--- config.mk ---
export PLATFORM = sky130hd
export DESIGN_NAME = ps2_key_input
export DESIGN_NICKNAME = d
export VERILOG_FILES = /design/src/rtl/ps2_key_input.sv
export SDC_FILE = /design/constraint.sdc
export NUM_CORES = 1
export LEC_CHECK = 0
export ABC_CLOCK_PERIOD_IN_PS = 7800
export BUFFER_PORTS_ARGS = -buffer_cell sky130_fd_sc_hd__buf_2
export CORE_MARGIN = 10
export CORE_UTILIZATION = 59
export CTS_CLUSTER_SIZE = 30
export DETAILED_ROUTE_END_ITERATION = 8
export GPL_TIMING_DRIVEN = 1
export PLACE_DENSITY = 0.74
export SYNTH_ARGS = -nofsm -noshare
export SYNTH_HDL_FRONTEND = slang
export SYNTH_SLANG_ARGS = --single-unit
--- constraint.sdc ---
create_clock -name clk -period 7.8 [get_ports clk]
set_clock_uncertainty 0.15 [all_clocks]
set_input_delay 0.78 -clock clk [delete_from_list [all_inputs] [get_ports clk]]
set_output_delay 0.78 -clock clk [all_outputs]
set_load 0.1 [all_outputs]
--- src/rtl/ps2_key_input.sv ---
// PS/2 keyboard front end: oversampled receiver, E0/F0 sequence decoder, held-direction vector, event FIFO.
// evt_valid rises 2 clk after the stop bit is framed; when the FIFO is full and not popping, new events are dropped and fifo_ovf pulses.
`timescale 1ns/1ps
module ps2_key_input #(
    parameter int FIFO_DEPTH  = 8,
    parameter int FILTER_LEN  = 8,
    parameter int TIMEOUT_CYC = 100000
) (
    input  logic       clk,
    input  logic       rst_n,
    input  logic       ps2_clk,
    input  logic       ps2_dat,
    input  logic [3:0] touch_dir,
    output logic [3:0] dir,
    output logic       evt_valid,
    input  logic       evt_ready,
    output logic [7:0] evt_code,
    output logic       evt_ext,
    output logic       evt_break,
    output logic       frame_err,
    output logic       fifo_ovf
);
    localparam int AW = $clog2(FIFO_DEPTH);
    localparam int CW = AW + 1;
    localparam int FW = $clog2(FILTER_LEN + 1);
    localparam int TW = $clog2(TIMEOUT_CYC + 1);

    typedef enum logic [1:0] {S_IDLE, S_DATA, S_PARITY, S_STOP} state_t;

    // Bit 0 carries ps2_clk, bit 1 carries ps2_dat; both idle high.
    logic [1:0]    sync1_q, sync2_q, filt_q, flip;
    logic [FW-1:0] fcnt_q [2];

    state_t        state_q, state_d;
    logic [2:0]    bitcnt_q, bitcnt_d;
    logic [7:0]    shift_q, shift_d;
    logic          par_q, par_d;
    logic [TW-1:0] tmo_q, tmo_d;
    logic          fall, dat, err, done;

    logic          done_q, ext_q, ext_d, brk_q, brk_d, key_evt;
    logic [3:0]    held_q, held_d, dir_hit, dir_q;
    logic          frame_err_q, fifo_ovf_q;

    logic [9:0]    mem_q [FIFO_DEPTH];
    logic [AW-1:0] wr_ptr_q, rd_ptr_q;
    logic [CW-1:0] cnt_q;
    logic          full, pop, wr, ovf;
    logic [9:0]    head;

    always_comb begin
        flip = '0;
        for (int i = 0; i < 2; i++) begin
            flip[i] = (sync2_q[i] != filt_q[i]) && (fcnt_q[i] == FW'(FILTER_LEN - 1));
        end
    end

    assign fall = flip[0] & filt_q[0];
    assign dat  = filt_q[1];

    always_ff @(posedge clk or negedge rst_n) begin
        if (!rst_n) begin
            sync1_q <= 2'b11;
            sync2_q <= 2'b11;
            filt_q  <= 2'b11;
            for (int i = 0; i < 2; i++) fcnt_q[i] <= '0;
        end else begin
            sync1_q <= {ps2_dat, ps2_clk};
            sync2_q <= sync1_q;
            for (int i = 0; i < 2; i++) begin
                if (sync2_q[i] == filt_q[i] || flip[i]) fcnt_q[i] <= '0;
                else fcnt_q[i] <= fcnt_q[i] + FW'(1);
                if (flip[i]) filt_q[i] <= sync2_q[i];
            end
        end
    end

    always_comb begin
        state_d  = state_q;
        bitcnt_d = bitcnt_q;
        shift_d  = shift_q;
        par_d    = par_q;
        tmo_d    = '0;
        err      = 1'b0;
        done     = 1'b0;
        if (state_q != S_IDLE) begin
            tmo_d = fall ? '0 : tmo_q + TW'(1);
            if (!fall && tmo_q == TW'(TIMEOUT_CYC - 1)) begin
                err     = 1'b1;
                state_d = S_IDLE;
            end
        end
        if (fall) begin
            case (state_q)
                S_IDLE: if (!dat) begin
                    state_d  = S_DATA;
                    bitcnt_d = '0;
                end
                S_DATA: begin
                    shift_d  = {dat, shift_q[7:1]};
                    bitcnt_d = bitcnt_q + 3'd1;
                    if (bitcnt_q == 3'd7) state_d = S_PARITY;
                end
                S_PARITY: begin
                    par_d   = dat;
                    state_d = S_STOP;
                end
                S_STOP: begin
                    if (dat && (^{shift_q, par_q})) done = 1'b1;
                    else err = 1'b1;
                    state_d = S_IDLE;
                end
                default: state_d = S_IDLE;
            endcase
        end
    end

    // shift_q still holds the received byte during the decode cycle.
    assign dir_hit[0] = ext_q ? (shift_q == 8'h75) : (shift_q == 8'h1D);
    assign dir_hit[1] = ext_q ? (shift_q == 8'h72) : (shift_q == 8'h1B);
    assign dir_hit[2] = ext_q ? (shift_q == 8'h6B) : (shift_q == 8'h1C);
    assign dir_hit[3] = ext_q ? (shift_q == 8'h74) : (shift_q == 8'h23);

    always_comb begin
        ext_d   = ext_q;
        brk_d   = brk_q;
        held_d  = held_q;
        key_evt = 1'b0;
        if (err) begin
            ext_d = 1'b0;
            brk_d = 1'b0;
        end else if (done_q) begin
            if (shift_q == 8'hE0) ext_d = 1'b1;
            else if (shift_q == 8'hF0) brk_d = 1'b1;
            else begin
                key_evt = 1'b1;
                ext_d   = 1'b0;
                brk_d   = 1'b0;
                for (int i = 0; i < 4; i++) if (dir_hit[i]) held_d[i] = ~brk_q;
            end
        end
    end

    assign pop  = evt_valid & evt_ready;
    assign full = (cnt_q == CW'(FIFO_DEPTH));
    assign wr   = key_evt & (~full | pop);
    assign ovf  = key_evt & full & ~pop;
    assign head = mem_q[rd_ptr_q];

    always_ff @(posedge clk) begin
        if (wr) mem_q[wr_ptr_q] <= {ext_q, brk_q, shift_q};
    end

    always_ff @(posedge clk or negedge rst_n) begin
        if (!rst_n) begin
            state_q     <= S_IDLE;
            bitcnt_q    <= '0;
            shift_q     <= '0;
            par_q       <= 1'b0;
            tmo_q       <= '0;
            done_q      <= 1'b0;
            ext_q       <= 1'b0;
            brk_q       <= 1'b0;
            held_q      <= '0;
            dir_q       <= '0;
            frame_err_q <= 1'b0;
            fifo_ovf_q  <= 1'b0;
            wr_ptr_q    <= '0;
            rd_ptr_q    <= '0;
            cnt_q       <= '0;
        end else begin
            state_q     <= state_d;
            bitcnt_q    <= bitcnt_d;
            shift_q     <= shift_d;
            par_q       <= par_d;
            tmo_q       <= tmo_d;
            done_q      <= done;
            ext_q       <= ext_d;
            brk_q       <= brk_d;
            held_q      <= held_d;
            dir_q       <= held_d | touch_dir;
            frame_err_q <= err;
            fifo_ovf_q  <= ovf;
            if (wr)  wr_ptr_q <= wr_ptr_q + AW'(1);
            if (pop) rd_ptr_q <= rd_ptr_q + AW'(1);
            cnt_q <= cnt_q + CW'(wr) - CW'(pop);
        end
    end

    assign evt_valid = (cnt_q != '0);
    assign {evt_ext, evt_break, evt_code} = evt_valid ? head : 10'd0;
    assign dir       = dir_q;
    assign frame_err = frame_err_q;
    assign fifo_ovf  = fifo_ovf_q;

endmodule
==> flow_metrics.tcl <==
set metrics [dict create \
    status "finished, final reports clean" \
    syn_nets 446 \
    hold_class "input port to flop" \
    fin_nets 480 \
    root_buffer "clkbuf_8" \
    multi_input_area_um2 2090 \
    powerDensity_nw_per_um2 290 \
    wl_per_cell_um 19.0 \
    syn_to_final_growth_pct 14.9 \
    clockBufferDepth 2 \
    grt_use_total 0.165 \
    min_period_ns 4.04 \
    ys_ff_latch 148 \
    cellLeakagePower_nw 3.07 \
    place_ws_ns 3.78 \
    worst_hold_startpoint "ps2_clk" \
    rr_endpoint "mem_q[2][9]" \
    fmax_ghz 0.247 \
    drc_errors 0 \
    crit_family "compound AO/OA/AOI/OAI gates" \
    vias 3485 \
    synth_top_area_share 0.381 \
    dr_wl_met2_mm 6.23 \
    wl_met1_mm 4.65 \
    route.met3.wl_um 479 \
    cp_num_buf_inv 0 \
    hold_end "sync1_q[0]" \
    avgSynthCellArea_um2 14.9 \
    ys.flop_type "edfxtp_1" \
    clkSinkCount 148 \
    cts_resized 0 \
    hold_ws_ns 0.205 \
    gp_congestion 0.796 \
    top_layer_used "met4" \
    fin_setup_tns_ns 0 \
    path_max_fanout 18 \
    crit_slowest_cell "o32ai_2" \
    dp.cells 575 \
    worstPathArrival_ns 4.03 \
    ctsHoldBuffers 0 \
    clkTransAtPathRegs_ns 0.06 \
    maxCapViolations 0 \
    cp_cell_sequence "ha_1, nand3b_1, o32ai_2, o22ai_1, a211oi_2, nand2b_1, nor2_1" \
    netlist_instances 424 \
    grt.overflow.total 0 \
    grt_start_max_net_pins 69 \
    grt_pass1_vias 3829 \
    hpwlAfterDp_mm 7.30 \
    final_util 0.699 \
    portBuffers 25 \
    relSlewSlack 0.266 \
    setup_viol 0 \
    async_flop_share 0.459 \
    ys_seq_area_frac 0.652 \
    wl_mm 11.5 \
    final.fill_count 700 \
    drv_slew 0 \
    dieArea_um2 15200 \
    rsz0062_at_grt "false" \
    die_y_um 123 \
    r2r_cells 7 \
    timing.final.hold_violations 0 \
    core_um2 10400 \
    critPathKind "flop to flop" \
    worst_slew_pin_slew_ns 1.10 \
    start_util 0.608 \
    yosysWarnings 0 \
    min_period_over_period 0.518 \
    postRouteAntennaNets 0 \
    synth_cell_types 52 \
    critical_path.endpoint_type "flop" \
    antenna_found_initial 0 \
    vdd_drop_max_v 0.000197 \
    drt-pass1-iter-count 4 \
    max_stage_delay_ns 0.90 \
    r2r-start "fcnt_q[4]" \
    whs_path_depth 1 \
    synth_edf_count 80 \
    stdcell_count 605 \
    drt_iter0_drc 196 \
    avgViaCountPerCell 5.76 \
    setup_slack_ns 3.76 \
    num_io_pins 26 \
    yosys-top-cells-area "edfxtp_1 38%, dfrtp_1 25%, mux4_2 7.1%" \
    die-width_um 123 \
    drive_above_1_share 0.220 \
    startpoint_type "flop" \
    num_rows 37 \
    post_cts.repair.setup_buffers 0 \
    numCtsBuffers 17 \
    tritoncts "built" \
    seq_area_um2 4110 \
    grt_first_pass_wirelength_mm 19.1 \
    rrSetupSlack_ns 3.76 \
    htree_levels 4 \
    synth_top_cell_by_area "edfxtp_1" \
    clock_latency_ns 0.52 \
    synthesis.area_um2 6300 \
    diodes 0 \
    required_ns 7.79 \
]
report_power, final:
| part | switching, mW | internal (mW) |
|---|---|---|
| Sequential | 0.0609 | 0.862 |
| Combinational | 0.141 | 0.116 |
| Clock | 0.305 | 0.614 |
area by class of cell:
type,instances,share of cell area
Clock buffer,17,0.0572
Clock inverter,13,0.0354
Inverter,13,0.00674
Multi-Input combinational cell,249,0.288
Sequential cell,148,0.568
Tap cell,136,0.0235
Timing Repair Buffer,29,0.0214
worst max-delay path by stage:
stage          depth (start not counted)  slack (ns)         from          end
2_1_floorplan                          4        4.29  rd_ptr_q[0]    evt_break
3_3_place_gp                           7        3.92    fcnt_q[4]  mem_q[5][5]
3_5_place_dp                           7        3.78    fcnt_q[4]  mem_q[2][8]
4_1_cts                                7        3.71    fcnt_q[4]  mem_q[2][7]
5_1_grt                                7        3.34    fcnt_q[4]  mem_q[2][7]
6_report                               7        3.76    fcnt_q[4]  mem_q[2][9]
logic make-up after synthesis:
| family | Yosys count | share of synthesized area |
|---|---|---|
| buffers and inverters | 27 | 0.0167 |
| and+or+nand+nor | 128 | 0.104 |
| xor gates and xnor gates | 34 | 0.0526 |
| AOI/OAI and AO/OA | 29 | 0.0337 |
| adders and majority gates | 13 | 0.0270 |
| DFF | 148 | 0.652 |
| muxes | 45 | 0.114 |
worst reg2reg max path: cells and delay by family (launching register included):
kind | cells | cell delay [ns]
AOI/OAI and AO/OA | 3 | 1.82
adders and majority gates | 1 | 0.21
DFF | 1 | 0.37
and+or+nand+nor | 3 | 1.11
state kept, by name, indices dropped and copies added, names as in the netlist:
register and cells:
cnt_q 4, mem_q 80, frame_err 1, rd_ptr_q 3
done_q 1, fcnt_q 8, state_q 2, brk_q 1
wr_ptr_q 3, sync1_q 2, fifo_ovf 1, sync2_q 2
bitcnt_q 3, dir 4, par_q 1, ext_q 1
held_q 4, shift_q 8, tmo_q 17, filt_q 2
stage by stage:
step | power (mW) | area (um^2)
5_1_grt | 2.18 | 7240
3_5_place_dp | 1.20 | 6570
2_1_floorplan | 1.14 | 6300
4_1_cts | 2.12 | 7240
6_report | 2.10 | 7240
3_3_place_gp | 1.19 | 6570
synth_stat cells, drive strengths merged (6+ instances only):
| cell type | n |
|---|---|
| nor2 | 49 |
| mux2 | 14 |
| mux4 | 20 |
| nor3 | 6 |
| dfrtp | 62 |
| xor2 | 18 |
| mux2i | 11 |
| nand3 | 12 |
| buf | 6 |
| edfxtp | 80 |
| dfstp | 6 |
| ha | 12 |
| clkbuf | 8 |
| nand2 | 16 |
| inv | 13 |
| xnor2 | 15 |
| o21ai | 7 |
placed cells by master (no fill, tap or decap), types with 3 or more instances in the layout:
master     netlist  final
nand3_1         12     12
buf_2            3     25
and2_1           5      5
mux4_2          20     20
dfrtp_1         62     62
or3_1            4      4
o21ai_0          6      6
clkbuf_16        0     16
inv_1           13     13
edfxtp_1        80     80
xnor2_1         14     14
a21oi_1          4      4
bufinv_16        0      7
nand2b_1         5      5
mux2i_1         11     11
mux2_2          13     13
or2_1            3      3
ha_1            12     12
nand4b_1         3      3
nor3_1           6      6
nand4_1          5      5
a22o_1           3      3
nand2_1         16     16
and3_1           4      4
buf_4            0      4
nor2_1          49     49
xor2_1          18     18
dfstp_2          6      6
routing by layer:
metal,GRT usage,vias to the layer above
met5,0,-
met4,0.0764,0
met3,0.0406,13
met2,0.287,72
met1,0.188,1763
li1,-,1637
No activity file was read; power rests on OpenSTA's default activity.
